--- src/rtl/pipe_pkg.sv ---
// Shared pipeline definitions: default NOP word, instruction field positions
// and the width of the ID/EX control word.
package pipe_pkg;

  localparam logic [31:0] NOP_INSTR = 32'h0000_0000;

  localparam int INSTR_W = 32;
  localparam int REG_W   = 5;
  localparam int OP_W    = 6;
  localparam int CTRL_W  = 8;

  localparam int OP_MSB = 31;
  localparam int OP_LSB = 26;
  localparam int RS_MSB = 25;
  localparam int RS_LSB = 21;
  localparam int RT_MSB = 20;
  localparam int RT_LSB = 16;
  localparam int RD_MSB = 15;
  localparam int RD_LSB = 11;

  localparam logic [INSTR_W-1:0] PC_STEP = 32'd4;

endpackage

--- src/rtl/hazard_detect.sv ---
// Combinational load-use hazard check: a load in EX whose destination
// matches either source of a valid instruction in ID. Register 0 never hazards.
module hazard_detect
  import pipe_pkg::*;
(
  input  logic             mem_read,
  input  logic             valid,
  input  logic [REG_W-1:0] rt_ex,
  input  logic [REG_W-1:0] rs_id,
  input  logic [REG_W-1:0] rt_id,
  output logic             hazard
);

  logic dst_nonzero;
  logic src_match;

  always_comb begin
    dst_nonzero = (rt_ex != '0);
    src_match   = (rt_ex == rs_id) || (rt_ex == rt_id);
    hazard      = mem_read && valid && dst_nonzero && src_match;
  end

endmodule

--- src/rtl/if_id_stage.sv ---
// Fetch stage: PC register, IF/ID pipeline register, load-use stall,
// redirect flush and saturating stall/flush event counters.
module if_id_stage
  import pipe_pkg::*;
#(
  parameter logic [31:0] RESET_PC  = 32'h0000_0000,
  parameter logic [31:0] NOP_INSTR = pipe_pkg::NOP_INSTR,
  parameter int          CNT_W     = 16
) (
  input  logic              Clk,
  input  logic              Rst,
  input  logic [31:0]       Instr_IF,
  input  logic              Hold_IF,
  input  logic              Redirect,
  input  logic [31:0]       Redirect_PC,
  input  logic              MemRead_EX,
  input  logic [4:0]        Rt_EX,
  output logic [31:0]       PC_IF,
  output logic [31:0]       PC4_ID,
  output logic [31:0]       Instr_ID,
  output logic [5:0]        OpCode_ID,
  output logic [4:0]        Rs_ID,
  output logic [4:0]        Rt_ID,
  output logic [4:0]        Rd_ID,
  output logic              Valid_ID,
  output logic              Stall,
  output logic              Bubble_ID,
  output logic [CNT_W-1:0]  Stall_Count,
  output logic [CNT_W-1:0]  Flush_Count
);

  logic [31:0]      pc_p0;
  logic [31:0]      instr_p1;
  logic [31:0]      pc4_p1;
  logic             vld_p1;
  logic [CNT_W-1:0] stall_cnt;
  logic [CNT_W-1:0] flush_cnt;

  logic [31:0]      pc_next;
  logic             lu;

  function automatic logic [CNT_W-1:0] sat_inc(input logic [CNT_W-1:0] v);
    sat_inc = (&v) ? v : v + {{(CNT_W-1){1'b0}}, 1'b1};
  endfunction

  always_comb begin
    pc_next   = pc_p0 + PC_STEP;
    OpCode_ID = instr_p1[OP_MSB:OP_LSB];
    Rs_ID     = instr_p1[RS_MSB:RS_LSB];
    Rt_ID     = instr_p1[RT_MSB:RT_LSB];
    Rd_ID     = instr_p1[RD_MSB:RD_LSB];
  end

  hazard_detect u_hazard (
    .mem_read (MemRead_EX),
    .valid    (vld_p1),
    .rt_ex    (Rt_EX),
    .rs_id    (Rs_ID),
    .rt_id    (Rt_ID),
    .hazard   (lu)
  );

  // A redirect squashes the ID instruction, so it also cancels any stall on it.
  always_comb begin
    Stall     = lu && !Redirect;
    Bubble_ID = Stall || Redirect || !vld_p1;
  end

  // IF -> ID boundary: PC register and IF/ID register, priority redirect > stall > hold > advance
  always_ff @(posedge Clk or posedge Rst) begin
    if (Rst) begin
      pc_p0     <= RESET_PC;
      instr_p1  <= NOP_INSTR;
      pc4_p1    <= '0;
      vld_p1    <= 1'b0;
      stall_cnt <= '0;
      flush_cnt <= '0;
    end else if (Redirect) begin
      pc_p0     <= Redirect_PC;
      instr_p1  <= NOP_INSTR;
      vld_p1    <= 1'b0;
      flush_cnt <= sat_inc(flush_cnt);
    end else if (lu) begin
      stall_cnt <= sat_inc(stall_cnt);
    end else if (Hold_IF) begin
      instr_p1  <= NOP_INSTR;
      vld_p1    <= 1'b0;
    end else begin
      pc_p0     <= pc_next;
      instr_p1  <= Instr_IF;
      pc4_p1    <= pc_next;
      vld_p1    <= 1'b1;
    end
  end

  assign PC_IF       = pc_p0;
  assign PC4_ID      = pc4_p1;
  assign Instr_ID    = instr_p1;
  assign Valid_ID    = vld_p1;
  assign Stall_Count = stall_cnt;
  assign Flush_Count = flush_cnt;

endmodule

--- config.mk ---
export PLATFORM = sky130hd
export DESIGN_NAME = if_id_stage
export DESIGN_NICKNAME = d
export VERILOG_FILES = /design/src/rtl/pipe_pkg.sv /design/src/rtl/hazard_detect.sv /design/src/rtl/if_id_stage.sv
export SDC_FILE = /design/constraint.sdc
export NUM_CORES = 1
export LEC_CHECK = 0
export CAP_MARGIN = 25
export CORE_ASPECT_RATIO = 0.6
export CORE_MARGIN = 5
export CORE_UTILIZATION = 40
export CTS_BUF_LIST = sky130_fd_sc_hd__clkbuf_16
export DETAILED_ROUTE_END_ITERATION = 6
export PLACE_DENSITY = 0.72
export SLEW_MARGIN = 20
export SYNTH_ARGS = -nofsm -noshare
export SYNTH_HDL_FRONTEND = slang
export SYNTH_SLANG_ARGS = --single-unit
export TNS_END_PERCENT = 5
--- constraint.sdc ---
create_clock -name Clk -period 5.5 [get_ports Clk]
set_input_delay 1.1 -clock Clk [delete_from_list [all_inputs] [get_ports Clk]]
set_output_delay 1.1 -clock Clk [all_outputs]
set_load 0.02 [all_outputs]
---- Word level (Yosys, flattened, before mapping) ----
Index checks and enable logic that the tools add are counted.
Widths: inputs -> output; s select.
word-level totals
  memories kept ........................... 0
  input bits .............................. 74
  logic and storage cells ................. 43
  RAM bits ................................ 0
  ROM bits ................................ 0
  latch bits .............................. 0
  output and inout port bits .............. 152
  register bits after elaboration ......... 129
operators by class
  equal/unequal tests ..................... 4
  div/mod/pow operators ................... 0
  add/sub/neg operators ................... 3
  order comparisons ....................... 0
  bitwise logic cells ..................... 5
  shift-type cells ........................ 0
  multiply operators ...................... 0
  muxes and demuxes ....................... 9
  reductions and logical operators ........ 16
operators with widths
  cell                   count
  $mux 32                6
  $add 16x1->16 const B  2
  $add 32x3->32 const B  1
  $reduce_and 16->1      2
  $eq 5x5->1             2
  $reduce_and 3->1       2
  $not 1->1              5
  $reduce_bool 5->1      1
  $logic_and 1x1->1      4
  $reduce_and 2->1       2
  $logic_or 1x1->1       3
  $mux 1                 3
  $logic_not 1->1        2
  $ne 2x1->1 const B     1
  $ne 2x2->1 const B     1

---- Logic depth before layout (Yosys ltp) ----
  depth in word-level cells ............... 6
  depth in mapped cells ................... 9
  gate-level depth less buffers ........... 7

---- By module ----
Synthesis repeated with hierarchy kept, for this count alone.
second synthesis, totals
  cells, all modules ...................... 644
  area, all modules ....................... 6382.4 um^2
modules (own cells, without submodules)
  module         cells each  sequential area each (um^2)  area each (um^2)  instances
  if_id_stage    627         3228.1                       6249.7            1
  hazard_detect  17          0.0                          132.6             1

---- Worst setup path before layout ----
Ideal clock, no wire load.
  path kind ............................... input -> output
  start point ............................. input port Rt_EX[1]
  end point ............................... output port Stall
  data required time ...................... 4.400 ns
  buffers on the path ..................... 2
  stages .................................. 6
  arrival time ............................ 2.474 ns
  path slack .............................. 1.926 ns
  path through ............................ or3_1 > o311a_1 > buf_4 > nand3_1 > clkinv_1 > clkbuf_1
between the ends
  word-level cells in the longest chain between the ends .. 4
  elaborated cells on any way between the ends .. 7
  classes of those cells .................. eq/ne: 2; reduce/logical: 5
ends and longest elaborated chain
  element                                                       RTL line                                  source
  start: declaration                                            if_id_stage.sv:17                         input logic [4:0] Rt_EX,
  $eq 5x5->1 / $reduce_bool 5->1 (equally long branches)        hazard_detect.sv:19, hazard_detect.sv:18
  $logic_or 1x1->1 / $logic_and 1x1->1 (equally long branches)  hazard_detect.sv:19, hazard_detect.sv:20
  $logic_and 1x1->1 (*)                                         hazard_detect.sv:20                       hazard = mem_read && valid && dst_nonzero && src_match;
  $logic_and 1x1->1 (*)                                         if_id_stage.sv:65                         Stall = lu && !Redirect;
  end: declaration                                              if_id_stage.sv:26                         output logic Stall,
Mark *: on every way between the ends. The rest lies on a longest branch, timed or not.

---- Final worst setup path ----
Same ends and word-level chain as after synthesis.

==> qor.yml <==
sta:
  worst_pin_slew_ns: 0.691
  setup_violations: 0
  hold_violations: 0
  skew_ns: 0.0138
  rsz0062_at_grt: "no"
  drv_slew: 0
  setup_tns_ns: 0
  whs_ns: 0.489
  slew-limit-headroom_pct: 53.9
  fin_crit_sh_pct: 83.2
  fmax_mhz: 218
  period_minus_slack_ns: 4.58
yosys:
  synth_fp_nets: 680
  synth-xor-area-share_pct: 12.5
  synthAdderAreaFrac_pct: 0.582
  synth_compound_gate_area_share_pct: 14.9
  synthTopCellsByCount: "dfrtp_1 (129), xnor2_1 (60), nand2_1 (52)"
  ys_seq_area_share_pct: 50.0
  synth_top_area_share_pct: 50.0
  yosysWarningCount: 0
  synth_top_family_by_area: "compound AO/OA/AOI/OAI gates"
  yosys.area.top_type: "dfrtp_1"
  ys_ff_latch: 129
  synth_area_um2: 6450
  async_flop_share_pct: 100
  syn_area_per_cell_um2: 10.7
  muxShareOfSynthArea_pct: 1.73
  yosys-top-cells-area: "dfrtp_1 (50%), xnor2_1 (8.1%), a22o_1 (4.3%)"
  synthSimpleGateAreaFrac_pct: 14.2
  yosysMostFrequentCell: "dfrtp_1"
  synthCells: 603
  synth-main-ff-cell: "dfrtp_1"
  synth_edf_count: 0
  synthDistinctLibCells: 56
floorplanning:
  coreArea_um2: 16000
  start_util_pct: 40.2
  num_rows: 36
  die-area_um2: 18900
  dieWidth_um: 174
  dieHeight_um: 108
  boundaryPins: 226
setup_path:
  cp-end-kind: "output port"
  path_class: "input port to output port"
  cp_data_arrival_time_ns: 3.48
  ff2ff_setup_slack_ns: 3.05
  worstPathRequired_ns: 4.40
  startpoint_type: "input port"
  cp_max_fo: 26
route:
  ant_nets: 0
  wirelength_um: 19100
  first_pass_iters: 4
  vias_per_cell: 5.24
  remaining_drc_errors: 0
  drtIter0Drc: 378
  wire_per_inst_um: 18.7
  via_count: 5362
placed_design:
  dp_hpwl_um: 14200
  io_buffers: 225
  globalplace.congestion: 0.853
final_layout:
  postLayoutCoreUtil_pct: 57.6
  nets: 880
  syn2layout_area_growth_pct: 43.0
  fillers: 1352
  multi_input_area_um2: 2830
  drive_gt1_share_pct: 8.48
  diodes: 0
  seq_area_um2: 3230
grt:
  grt-ovfl-total: 0
  grt_max_degree: 67
  grt_use_total_pct: 20.0
  grt_pass1_wl_um: 30300
  grt_pass1_vias: 5426
  antenna_found_initial: 0
cts:
  cts_tree: "yes"
  clock_sinks: 129
  cts-resized-gates: 0
  cts-root-buf: "clkbuf_16"
  h-tree-depth: 4
  numCtsBuffers: 17
  clk_pin_slew_worst_paths_ns: 0.05
  ctsHoldBuffers: 0
  insertion_delay_ns: 0.41
  cts.path.max_buffers: 2
  cts_setup_buffers: 0
pwr:
  power_leakage_nw: 3.69
  power.density_nw_per_um2: 309
  finalPower_mw: 2.85
  peakVddDrop_uv: 171
worst_hold_path:
  hp-class: "flip-flop to flip-flop"
job:
  cap_violations: 0
run_status:
  status: "completed"
## layer usage
metal / track usage (%) / share of wire [%] / vias up
met4: 3.73 / 0.49 / 0
li1: - / - / 2511
met2: 31.2 / 46 / 178
met3: 5.17 / 6.2 / 8
met5: 0 / 0 / -
met1: 28.6 / 48 / 2665
## layout by cell type (no fill, tap or decap), types with 3 or more instances in the layout
cell	netlist	layout
nor3_1	8	8
inv_1	10	9
nand4_1	16	16
o21ai_1	7	7
a21oi_1	28	28
nand3_1	26	26
mux2_2	5	5
o211ai_1	3	3
ha_1	3	3
a2111oi_2	3	3
o211a_1	3	3
nand2_1	52	52
nor3_2	6	6
buf_4	28	9
a211oi_1	18	18
clkinvlp_4	0	6
and3_1	7	7
clkinv_4	0	4
clkdlybuf4s50_1	0	224
xor2_1	32	32
dfrtp_1	129	129
nor2_1	42	42
clkbuf_16	0	17
a22o_1	32	32
o21ai_0	22	22
mux2_1	4	4
xnor2_1	60	60
## cells by family after synthesis
logic type | Yosys count
compound gates | 129
simple gates | 175
fa+ha+maj | 3
buf+inv | 65
mux | 10
xor+xnor | 92
flops | 129
## path summary, 6_finish.rpt
path                                                from                    endpoint  cells past startpoint
worst max-delay path                            Rt_EX[1]                       Stall                      7
worst min-delay path               PC4_ID[3]$_DFFE_PP0P_       PC4_ID[3]$_DFFE_PP0P_                      1
worst max register to register  Instr_ID[20]$_DFFE_PP0P_       PC4_ID[3]$_DFFE_PP0P_                      7
worst min register to register     PC4_ID[3]$_DFFE_PP0P_       PC4_ID[3]$_DFFE_PP0P_                      1
max in group asynchronous                            Rst  Stall_Count[0]$_DFFE_PP0P_                      3
min in group asynchronous                            Rst  Flush_Count[5]$_DFFE_PP0P_                      2
## metrics by stage
stage / setup slack, ns / cells / instance area [um2]
after floorplan: 0.959 / 603 / 6450
after global placement: 0.988 / 993 / 8690
after detailed placement: 0.951 / 993 / 8690
after CTS: 0.946 / 1023 / 9230
after global routing: 0.827 / 1023 / 9230
final: 0.922 / 1023 / 9230
## worst max-delay path, cell delays in order
cell,delay [ns]
clkdlybuf4s50_1,0.46
or3_1,0.38
o311a_1,0.30
buf_4,0.26
nand3_1,0.25
clkinv_1,0.14
clkdlybuf4s50_1,0.57
## power breakdown
part | leakage (nW) | switching (mW) | total (mW) | internal, mW
registers | 1.61 | 0.121 | 1.17 | 1.05
clock network | 0.246 | 0.423 | 1.04 | 0.615
logic | 1.83 | 0.322 | 0.642 | 0.320
total | 3.69 | 0.865 | 2.85 | 1.98
## flip-flops by register name, summed over array words and instances, names as in the netlist
register / flops
Valid_ID: 1
PC_IF: 32
Flush_Count: 16
Instr_ID: 32
Stall_Count: 16
PC4_ID: 32
## final cells by class
class                   count  share of cell area (%)
repair buffers            234                    25.1
clock inverters            13                    1.29
clock buffers              17                    4.61
well taps                 209                    2.83
multi-input cells         409                    30.7
inverters                  12                   0.515
flip-flops and latches    129                    35.0
Power figures use the tool's default switching activity.
